$ cat config.mk
export PLATFORM = sky130hd
export DESIGN_NAME = byte_stream_scoreboard
export DESIGN_NICKNAME = d
export VERILOG_FILES = /design/src/rtl/byte_stream_scoreboard.sv
export SDC_FILE = /design/constraint.sdc
export NUM_CORES = 1
export LEC_CHECK = 0
export CORE_ASPECT_RATIO = 0.6
export CORE_MARGIN = 3
export CORE_UTILIZATION = 60
export CTS_BUF_LIST = sky130_fd_sc_hd__clkbuf_16
export CTS_CLUSTER_SIZE = 20
export DETAILED_ROUTE_END_ITERATION = 8
export PLACE_DENSITY = 0.89
export SETUP_SLACK_MARGIN = 0.4
export SLEW_MARGIN = 15
export SYNTH_ARGS = -nofsm -noshare
export SYNTH_HDL_FRONTEND = slang
export SYNTH_SLANG_ARGS = --single-unit
$ cat constraint.sdc
create_clock -name clk -period 4.36 [get_ports clk]
set_input_delay 0.872 -clock clk [delete_from_list [all_inputs] [get_ports clk]]
set_output_delay 0.872 -clock clk [all_outputs]
set_load 0.005 [all_outputs]
$ cat src/rtl/byte_stream_scoreboard.sv
// Byte-stream scoreboard: buffers an unthrottled byte stream in a small FIFO, drains it on
// drain_en, and checks ordering (sequence tags) and checksums to produce sticky passed/failed.
module byte_stream_scoreboard #(
  parameter int DEPTH      = 8,
  parameter int PASS_COUNT = 16,
  parameter int TIMEOUT    = 1000
) (
  input  logic                     clk,
  input  logic                     reset,
  input  logic                     in_valid,
  input  logic [7:0]               in_data,
  input  logic                     drain_en,
  output logic                     out_valid,
  output logic [7:0]               out_data,
  output logic [$clog2(DEPTH):0]   occupancy,
  output logic [15:0]              drained_cnt,
  output logic                     passed,
  output logic                     failed,
  output logic [1:0]               dbg_state
);

  localparam int AW = $clog2(DEPTH);
  localparam int OW = AW + 1;

  typedef enum logic [1:0] {
    ST_RUN  = 2'd0,
    ST_PASS = 2'd1,
    ST_FAIL = 2'd2
  } state_e;

  // Handshake: in_valid has no ready; a byte offered while full with no pop is lost
  // and counts as overflow. drain_en is a request; out_valid reports the pop one cycle later.

  state_e          state_q, state_d;
  logic [AW-1:0]   wr_ptr_q, wr_ptr_d;
  logic [AW-1:0]   rd_ptr_q, rd_ptr_d;
  logic [OW-1:0]   occ_q, occ_d;
  logic [3:0]      push_seq_q, push_seq_d;
  logic [3:0]      pop_seq_q, pop_seq_d;
  logic [15:0]     in_sum_q, in_sum_d;
  logic [15:0]     out_sum_q, out_sum_d;
  logic [15:0]     drained_q, drained_d;
  logic [15:0]     cycle_q, cycle_d;
  logic            out_valid_q, out_valid_d;
  logic [7:0]      out_data_q, out_data_d;

  logic [11:0]     mem_q [DEPTH];

  logic            run;
  logic            full;
  logic            pop;
  logic            push;
  logic            overflow;
  logic            tag_err;
  logic            timeout_hit;
  logic            pass_cond;
  logic [11:0]     rd_entry;

  always_comb begin
    run         = (state_q == ST_RUN);
    full        = (occ_q == OW'(DEPTH));
    pop         = drain_en && (occ_q != '0) && run;
    push        = in_valid && run && (!full || pop);
    overflow    = in_valid && run && full && !pop;
    rd_entry    = mem_q[rd_ptr_q];
    tag_err     = pop && (rd_entry[11:8] != pop_seq_q);
    timeout_hit = run && ((32'(cycle_q) + 32'd1) >= 32'(TIMEOUT));
    pass_cond   = (32'(drained_q) >= 32'(PASS_COUNT)) && (occ_q == '0) &&
                  (in_sum_q == out_sum_q);
  end

  always_comb begin
    state_d     = state_q;
    wr_ptr_d    = wr_ptr_q;
    rd_ptr_d    = rd_ptr_q;
    occ_d       = occ_q;
    push_seq_d  = push_seq_q;
    pop_seq_d   = pop_seq_q;
    in_sum_d    = in_sum_q;
    out_sum_d   = out_sum_q;
    drained_d   = drained_q;
    cycle_d     = cycle_q;
    out_valid_d = pop;
    out_data_d  = pop ? rd_entry[7:0] : 8'd0;

    if (push) begin
      wr_ptr_d   = wr_ptr_q + AW'(1);
      push_seq_d = push_seq_q + 4'd1;
      in_sum_d   = in_sum_q + {8'd0, in_data};
    end

    if (pop) begin
      rd_ptr_d  = rd_ptr_q + AW'(1);
      pop_seq_d = pop_seq_q + 4'd1;
      out_sum_d = out_sum_q + {8'd0, rd_entry[7:0]};
      if (drained_q != 16'hFFFF) drained_d = drained_q + 16'd1;
    end

    case ({push, pop})
      2'b10:   occ_d = occ_q + OW'(1);
      2'b01:   occ_d = occ_q - OW'(1);
      default: occ_d = occ_q;
    endcase

    if (run && cycle_q != 16'hFFFF) cycle_d = cycle_q + 16'd1;

    // Any failure in the same cycle as the pass condition wins.
    if (run) begin
      if (overflow || tag_err || timeout_hit) state_d = ST_FAIL;
      else if (pass_cond)                     state_d = ST_PASS;
    end
  end

  always_ff @(posedge clk) begin
    if (reset) begin
      state_q     <= ST_RUN;
      wr_ptr_q    <= '0;
      rd_ptr_q    <= '0;
      occ_q       <= '0;
      push_seq_q  <= '0;
      pop_seq_q   <= '0;
      in_sum_q    <= '0;
      out_sum_q   <= '0;
      drained_q   <= '0;
      cycle_q     <= '0;
      out_valid_q <= 1'b0;
      out_data_q  <= '0;
    end else begin
      state_q     <= state_d;
      wr_ptr_q    <= wr_ptr_d;
      rd_ptr_q    <= rd_ptr_d;
      occ_q       <= occ_d;
      push_seq_q  <= push_seq_d;
      pop_seq_q   <= pop_seq_d;
      in_sum_q    <= in_sum_d;
      out_sum_q   <= out_sum_d;
      drained_q   <= drained_d;
      cycle_q     <= cycle_d;
      out_valid_q <= out_valid_d;
      out_data_q  <= out_data_d;
    end
  end

  // Storage needs no reset: pointers and occupancy define which entries are live.
  always_ff @(posedge clk) begin
    if (!reset && push) mem_q[wr_ptr_q] <= {push_seq_q, in_data};
  end

  assign out_valid   = out_valid_q;
  assign out_data    = out_data_q;
  assign occupancy   = occ_q;
  assign drained_cnt = drained_q;
  assign passed      = (state_q == ST_PASS);
  assign failed      = (state_q == ST_FAIL);
  assign dbg_state   = state_q;

endmodule

==> results.toml, run 1 <==
[grt]
grt_pass1_vias = 6053
grt_start_max_net_pins = 66
grt_usage_pct = 24.9
antenna_found_initial = 0
use_met3_pct = 6.91
busiest_layer = "met2"
grt_use_met2_pct = 40.2
grt_util_met1_pct = 33.7
grt_pass1_wl_mm = 31.1
grt-ovfl-total = 0

[clock_network]
cts.sinks = 192
root_buffer = "clkbuf_16"
cts_buffers = 17
postCtsHoldBufs = 0
clk-insertion-delay-late_ns = 0.43
post_cts_buffers = 0
clockBufferDepth = 2
clk_pin_slew_ns = 0.07
cts_tree = "yes"
cts_resized = 0
htreeDepth = 4

[timing]
skew_ns = 0.00894
finalSetupViolCount = 0
finalCritPeriodShare_pct = 81.8
max_freq_ghz = 0.280
finalHoldViolations = 0
fin_crit_ns = 3.57
worst_slew_pin_slew_ns = 0.761
final.setup.tns_ns = 0
slew_viol_final = 0
max-slew-margin-rel_pct = 49.3
rsz0062_at_grt = "false"

[synth]
syn-cell-area_sq_um = 8730
avgSynthCellArea_sq_um = 11.7
synthArstFlopShare_pct = 0
syn_inst = 749
synth_edf_count = 96
synth_seq_cells = 192
synth.yosys.seq_area_share_pct = 55.0
yosysWarnings = 0
ys_types = 60
syn_nets = 790
synthFlopType = "edfxtp_1"

[pwr]
ir_drop_mv = 0.278
power.density_nw_per_um2 = 513
p_leak_nw = 3.43
p_total_mw = 5.11

[worst_setup_path]
start_kind = "flip-flop"
crit_type = "flip-flop to flip-flop"
critPathCaptureType = "flip-flop"
arrival_ns = 3.92
crit_fanout = 11
cp.required_ns = 4.72

[routing]
first_pass_iters = 5
ant_nets = 0
first_iter_violations = 493
vias_per_cell = 6.02
num_vias = 6028
drc = 0
wl_mm = 19.2
routedWlPerCell_microns = 19.2

[placed_design]
hpwlAfterDp_mm = 13.0
gp_congestion = 0.909
port_buffers = 44

[cells_and_area]
nets = 838
area_growth_syn_to_layout_pct = 14.0
multi_input_area_sq_um = 3710
drive_above_1_share_pct = 11.5
diodes = 0
final-seq-area_sq_um = 4810
nFillCells = 946

[min_path]
hold_start = "in_sum_q[5]"
hold_path.class = "flip-flop to flip-flop"

[run_status]
status = "completed"

[floorplan]
dieArea_sq_um = 16100
core_sq_um = 14000
num_rows = 33
die_w_microns = 162
start_util_pct = 62.5
die-height_microns = 99.4
io_pins = 45

[job]
cap_violations = 0
-- cells by family (layout without fill, tap and decap cells) --
kind of cell / Yosys count / count (layout) / synth area share [%]
mux: 49 / 49 / 8.62
compound gates: 94 / 94 / 6.55
flops: 192 / 192 / 55.0
simple gates: 251 / 251 / 15.0
fa+ha+maj: 29 / 29 / 4.42
buf+inv: 59 / 120 / 2.90
xor+xnor: 75 / 75 / 7.53
-- Yosys cell counts (6+ instances only) --
library cell	count	share of area [%]
nor4_1	10	0.72
mux2i_1	20	2.3
or3_1	10	0.72
nand4_1	13	0.93
nor3_1	16	0.92
nand3_1	20	1.1
nor2_1	71	3.1
and2_1	9	0.65
o21ai_0	18	1.0
xor2_1	30	3.0
a21oi_1	37	2.1
a21o_1	8	0.69
inv_1	29	1.2
nor2b_1	8	0.57
mux4_2	20	5.2
edfxtp_1	96	33
clkbuf_1	13	0.56
nand2_1	53	2.3
dfxtp_1	96	22
a31oi_1	6	0.43
a211oi_1	10	0.86
xnor2_1	45	4.5
ha_1	26	3.7
mux2_2	8	1.0
buf_2	10	0.57
-- per-stage QoR --
| step | setup slack, ns | cell area (sq um) | cells | hold WS, ns | utilization, % |
|---|---|---|---|---|---|
| after CTS | 0.681 | 9940 | 1002 | 0.514 | 71.3 |
| after global routing | 0.595 | 9950 | 1002 | 0.528 | 71.3 |
| final | 0.792 | 9950 | 1002 | 0.518 | 71.3 |
| after detailed placement | 0.730 | 9420 | 970 | 0.484 | 67.5 |
| after global placement | 0.810 | 9420 | 970 | 0.475 | 67.5 |
| after floorplan | 0.802 | 8730 | 749 | 0.454 | - |
-- critical path: stages, from the launching register on --
cell,delay [ns]
dfxtp_1,0.62
buf_4,0.33
mux4_2,0.35
mux2_2,0.31
ha_1,0.32
nor2b_1,0.21
o21ai_0,0.14
a21oi_1,0.24
o21ai_0,0.22
a211oi_2,0.41
nand3_1,0.16
a21oi_1,0.19
-- cells in the final DEF, fill, tap and decap left out, drive strengths merged, types with 5 or more instances in the layout --
cell,netlist,routed
xnor2,45,45
mux4,20,20
or3,10,10
nor4,11,11
buf,16,15
and3,6,6
nor3,17,17
a21o,8,8
a211oi,11,11
nand2,53,53
clkbuf,13,17
o21ai,18,18
nand3b,5,5
xor2,30,30
edfxtp,96,96
nand4,14,14
and2,9,9
mux2,9,9
nand3,22,22
clkinvlp,0,5
nor2,72,72
ha,26,26
clkdlybuf4s50,0,43
mux2i,20,20
a31oi,6,6
nor2b,8,8
inv,30,37
dfxtp,96,96
a21oi,37,37
-- path summary, 6_finish.rpt --
path | endpoint | slack (ns) | cells past startpoint
max reg2reg | out_sum_q[10] | 0.79 | 11
min | in_sum_q[5] | 0.52 | 2
min reg2reg | in_sum_q[5] | 0.52 | 2
max | out_sum_q[10] | 0.79 | 11
-- where the power goes --
| part | total [mW] | internal [mW] | switching [mW] |
|---|---|---|---|
| combinational | 1.43 | 0.657 | 0.769 |
| sequential | 2.29 | 2.07 | 0.217 |
| clock | 1.39 | 0.725 | 0.668 |
| total | 5.11 | 3.45 | 1.65 |
-- cell type report --
class / instances / share of cell area [%]
clock inverters: 15 / 0.993
repair buffers: 58 / 5.56
well taps: 192 / 2.41
clock buffers: 17 / 4.28
multi-input cells: 498 / 37.3
inverters: 30 / 1.13
flip-flops and latches: 192 / 48.3
-- per-layer routing --
metal / vias to the layer above / routed length [microns]
met5: - / 0
met4: 0 / 302
met3: 37 / 1680
met2: 271 / 9040
met1: 2916 / 8220
li1: 2804 / -
-- sequential cells by signal (all words and copies together), names as in the netlist, named ones only --
register,flops
rd_ptr_q,3
out_data,8
wr_ptr_q,3
dbg_state,2
occupancy,4
pop_seq_q,4
cycle_q,16
out_sum_q,16
push_seq_q,4
drained_cnt,16
in_sum_q,16
out_valid,1
mem_q,96
No activity file was read; power rests on OpenSTA's default activity.
==> run 2: changes to the inputs <==
--- a/config.mk
+++ b/config.mk
@@ -7,11 +7,11 @@
 export LEC_CHECK = 0
 export CORE_ASPECT_RATIO = 0.6
 export CORE_MARGIN = 3
-export CORE_UTILIZATION = 60
+export CORE_UTILIZATION = 54
 export CTS_BUF_LIST = sky130_fd_sc_hd__clkbuf_16
 export CTS_CLUSTER_SIZE = 20
 export DETAILED_ROUTE_END_ITERATION = 8
-export PLACE_DENSITY = 0.89
+export PLACE_DENSITY = 0.85
 export SETUP_SLACK_MARGIN = 0.4
 export SLEW_MARGIN = 15
 export SYNTH_ARGS = -nofsm -noshare
==> constraint.sdc (replaced) <==
create_clock -name clk -period 2.9 [get_ports clk]
set_input_delay 0.58 -clock clk [delete_from_list [all_inputs] [get_ports clk]]
set_output_delay 0.58 -clock clk [all_outputs]
set_load 0.005 [all_outputs]
==> results.toml, run 2 (synthesis results as in run 1) <==
[cells_and_area]
drive_above_1_share_pct = 22.9
final_cell_mix = "96 x edfxtp_1, 91 x dfxtp_1, 70 x nor2_1"
fin_util_pct = 69.3
multi_input_area_sq_um = 4100
largest-register = "mem_q"
nFillCells = 1025
nets = 878
area_growth_syn_to_layout_pct = 23.8
largest_register_ffs = 96
final_common_cell = "edfxtp_1"
diodes = 0
final-seq-area_sq_um = 4820

[clock_network]
clk-insertion-delay-late_ns = 0.44
cts.sinks = 192
cts_tree = "yes"
clk_pin_slew_ns = 0.08
clockBufferDepth = 2
htreeDepth = 4
cts_buffers = 17
root_buffer = "clkbuf_16"

[timing]
finalCritPeriodShare_pct = 101
finalSetupViolCount = 3
skew_ns = 0.0126
max-slew-margin-rel_pct = 57.2
final.setup.tns_ns = -0.0658
max_freq_ghz = 0.341
fin_crit_ns = 2.93
rsz0062_at_grt = "true"
finalHoldViolations = 0
slew_viol_final = 0
layout_setup_ws_ns = -0.0318
worst_slew_pin_slew_ns = 0.642

[pwr]
p_total_mw = 8.89
power.density_nw_per_um2 = 823
ir_drop_mv = 0.422
p_leak_nw = 3.76

[worst_setup_path]
crit_buf_inv = 3
critical-path-slowest-cell = "mux4_2"
crit_type = "flip-flop to flip-flop"
start_kind = "flip-flop"
crit_path_max_incr_delay_ns = 0.51
crit_family = "multiplexers"
crit_chain = "buf_12, buf_16, mux4_2, mux2_4, ha_4, inv_2, o21a_1, o21ai_4, a31oi_4, nor2b_1, mux2_1"
cp.required_ns = 3.22
critPathCaptureType = "flip-flop"
crit_fanout = 6
arrival_ns = 3.25

[floorplan]
num_rows = 35
die-height_microns = 104
io_pins = 45
die_w_microns = 170
core_sq_um = 15600
start_util_pct = 56.0
dieArea_sq_um = 17800

[run_status]
violations = "setup timing"
status = "finished with violations"

[grt]
antenna_found_initial = 0
grt-ovfl-total = 0
grt_pass1_vias = 5947
grt_pass1_wl_mm = 31.2
grt_start_max_net_pins = 57
grt_usage_pct = 22.6

[min_path]
hold_path.class = "input pin to flip-flop"

[routing]
drc = 0
routedWlPerCell_microns = 19.3
ant_nets = 0
num_vias = 6158
first_pass_iters = 5
wl_mm = 20.3
vias_per_cell = 5.85
first_iter_violations = 538

[placed_design]
hpwlAfterDp_mm = 12.4
place_worst_setup_slack_ns = -0.410
gp_congestion = 0.863
port_buffers = 44

[job]
cap_violations = 0
==> run 2: cell count changes in the layout (fill, tap and decap cells not counted), sizes merged <==
cell           before  now
buf                15   54
clkdlybuf4s50      43   40
clkinv              3    6
clkinvlp            5    2
clkbuf             17   19
dlymetal6s2s        0    2
==> run 2: layer usage <==
layer  global-route usage, %  up-vias  wire [microns]
met3                    4.56       47            1350
met2                    33.1      214            9100
met5                       0        -               0
li1                        -     2888               -
met4                    6.77        0             476
met1                    33.9     3009            9350
==> run 2: area by class of cell <==
| class | instances | share of cell area, % |
|---|---|---|
| timing repair buffer | 98 | 8.91 |
| multi-input combinational | 498 | 37.9 |
| clock inverter | 15 | 1.22 |
| tap | 203 | 2.35 |
| clock buffer | 17 | 3.94 |
| inverter | 30 | 1.07 |
| sequential | 192 | 44.6 |
==> run 2: power breakdown <==
group          switching, mW  internal, mW  total [mW]  leakage (nW)
clock network           1.11          1.13        2.24         0.272
logic                   1.59          1.64        3.23          1.83
registers              0.301          3.12        3.42          1.66
total                   3.00          5.89        8.89          3.76
==> run 2: worst reg2reg max path, cell delays in order (launching register included) <==
cell and delay, ns:
dfxtp_4 0.38, buf_12 0.11, buf_16 0.12, mux4_2 0.51
mux2_4 0.32, ha_4 0.31, inv_2 0.04, o21a_1 0.21
o21ai_4 0.19, a31oi_4 0.15, nor2b_1 0.15, mux2_1 0.32
==> run 2: through the flow <==
stage	area [sq um]	instances	hold slack [ns]
3_3_place_gp	9730	1008	0.482
3_5_place_dp	9730	1008	0.483
2_1_floorplan	8910	749	0.454
6_report	10800	1053	0.491
4_1_cts	10500	1046	0.493
5_1_grt	10800	1053	0.483
==> run 2: timing repair <==
action,CTS,global route
pin swaps,19,34
cloned,1,1
gates resized for setup,37,51
setup buffers,5,6
hold buffers,0,0
setup endpoints to repair,19,46
==> run 2: path summary, 6_finish.rpt <==
path / start / to / slack [ns] / cells past startpoint
max reg2reg: flip-flop / out_sum_q[13] / -0.03 / 11
min: in_data[0] / mem_q[4][0] / 0.49 / 1
min reg2reg: rd_ptr_q[1] / rd_ptr_q[1] / 0.50 / 2
max: flip-flop / out_sum_q[13] / -0.03 / 11
==> run 3: changes to the inputs <==
--- a/config.mk
+++ b/config.mk
@@ -5,6 +5,7 @@
 export SDC_FILE = /design/constraint.sdc
 export NUM_CORES = 1
 export LEC_CHECK = 0
+export ABC_CLOCK_PERIOD_IN_PS = 2900
 export CORE_ASPECT_RATIO = 0.6
 export CORE_MARGIN = 3
 export CORE_UTILIZATION = 54
==> results of run 3 <==
Final layout, timing and power as in run 2 (identical DEF).
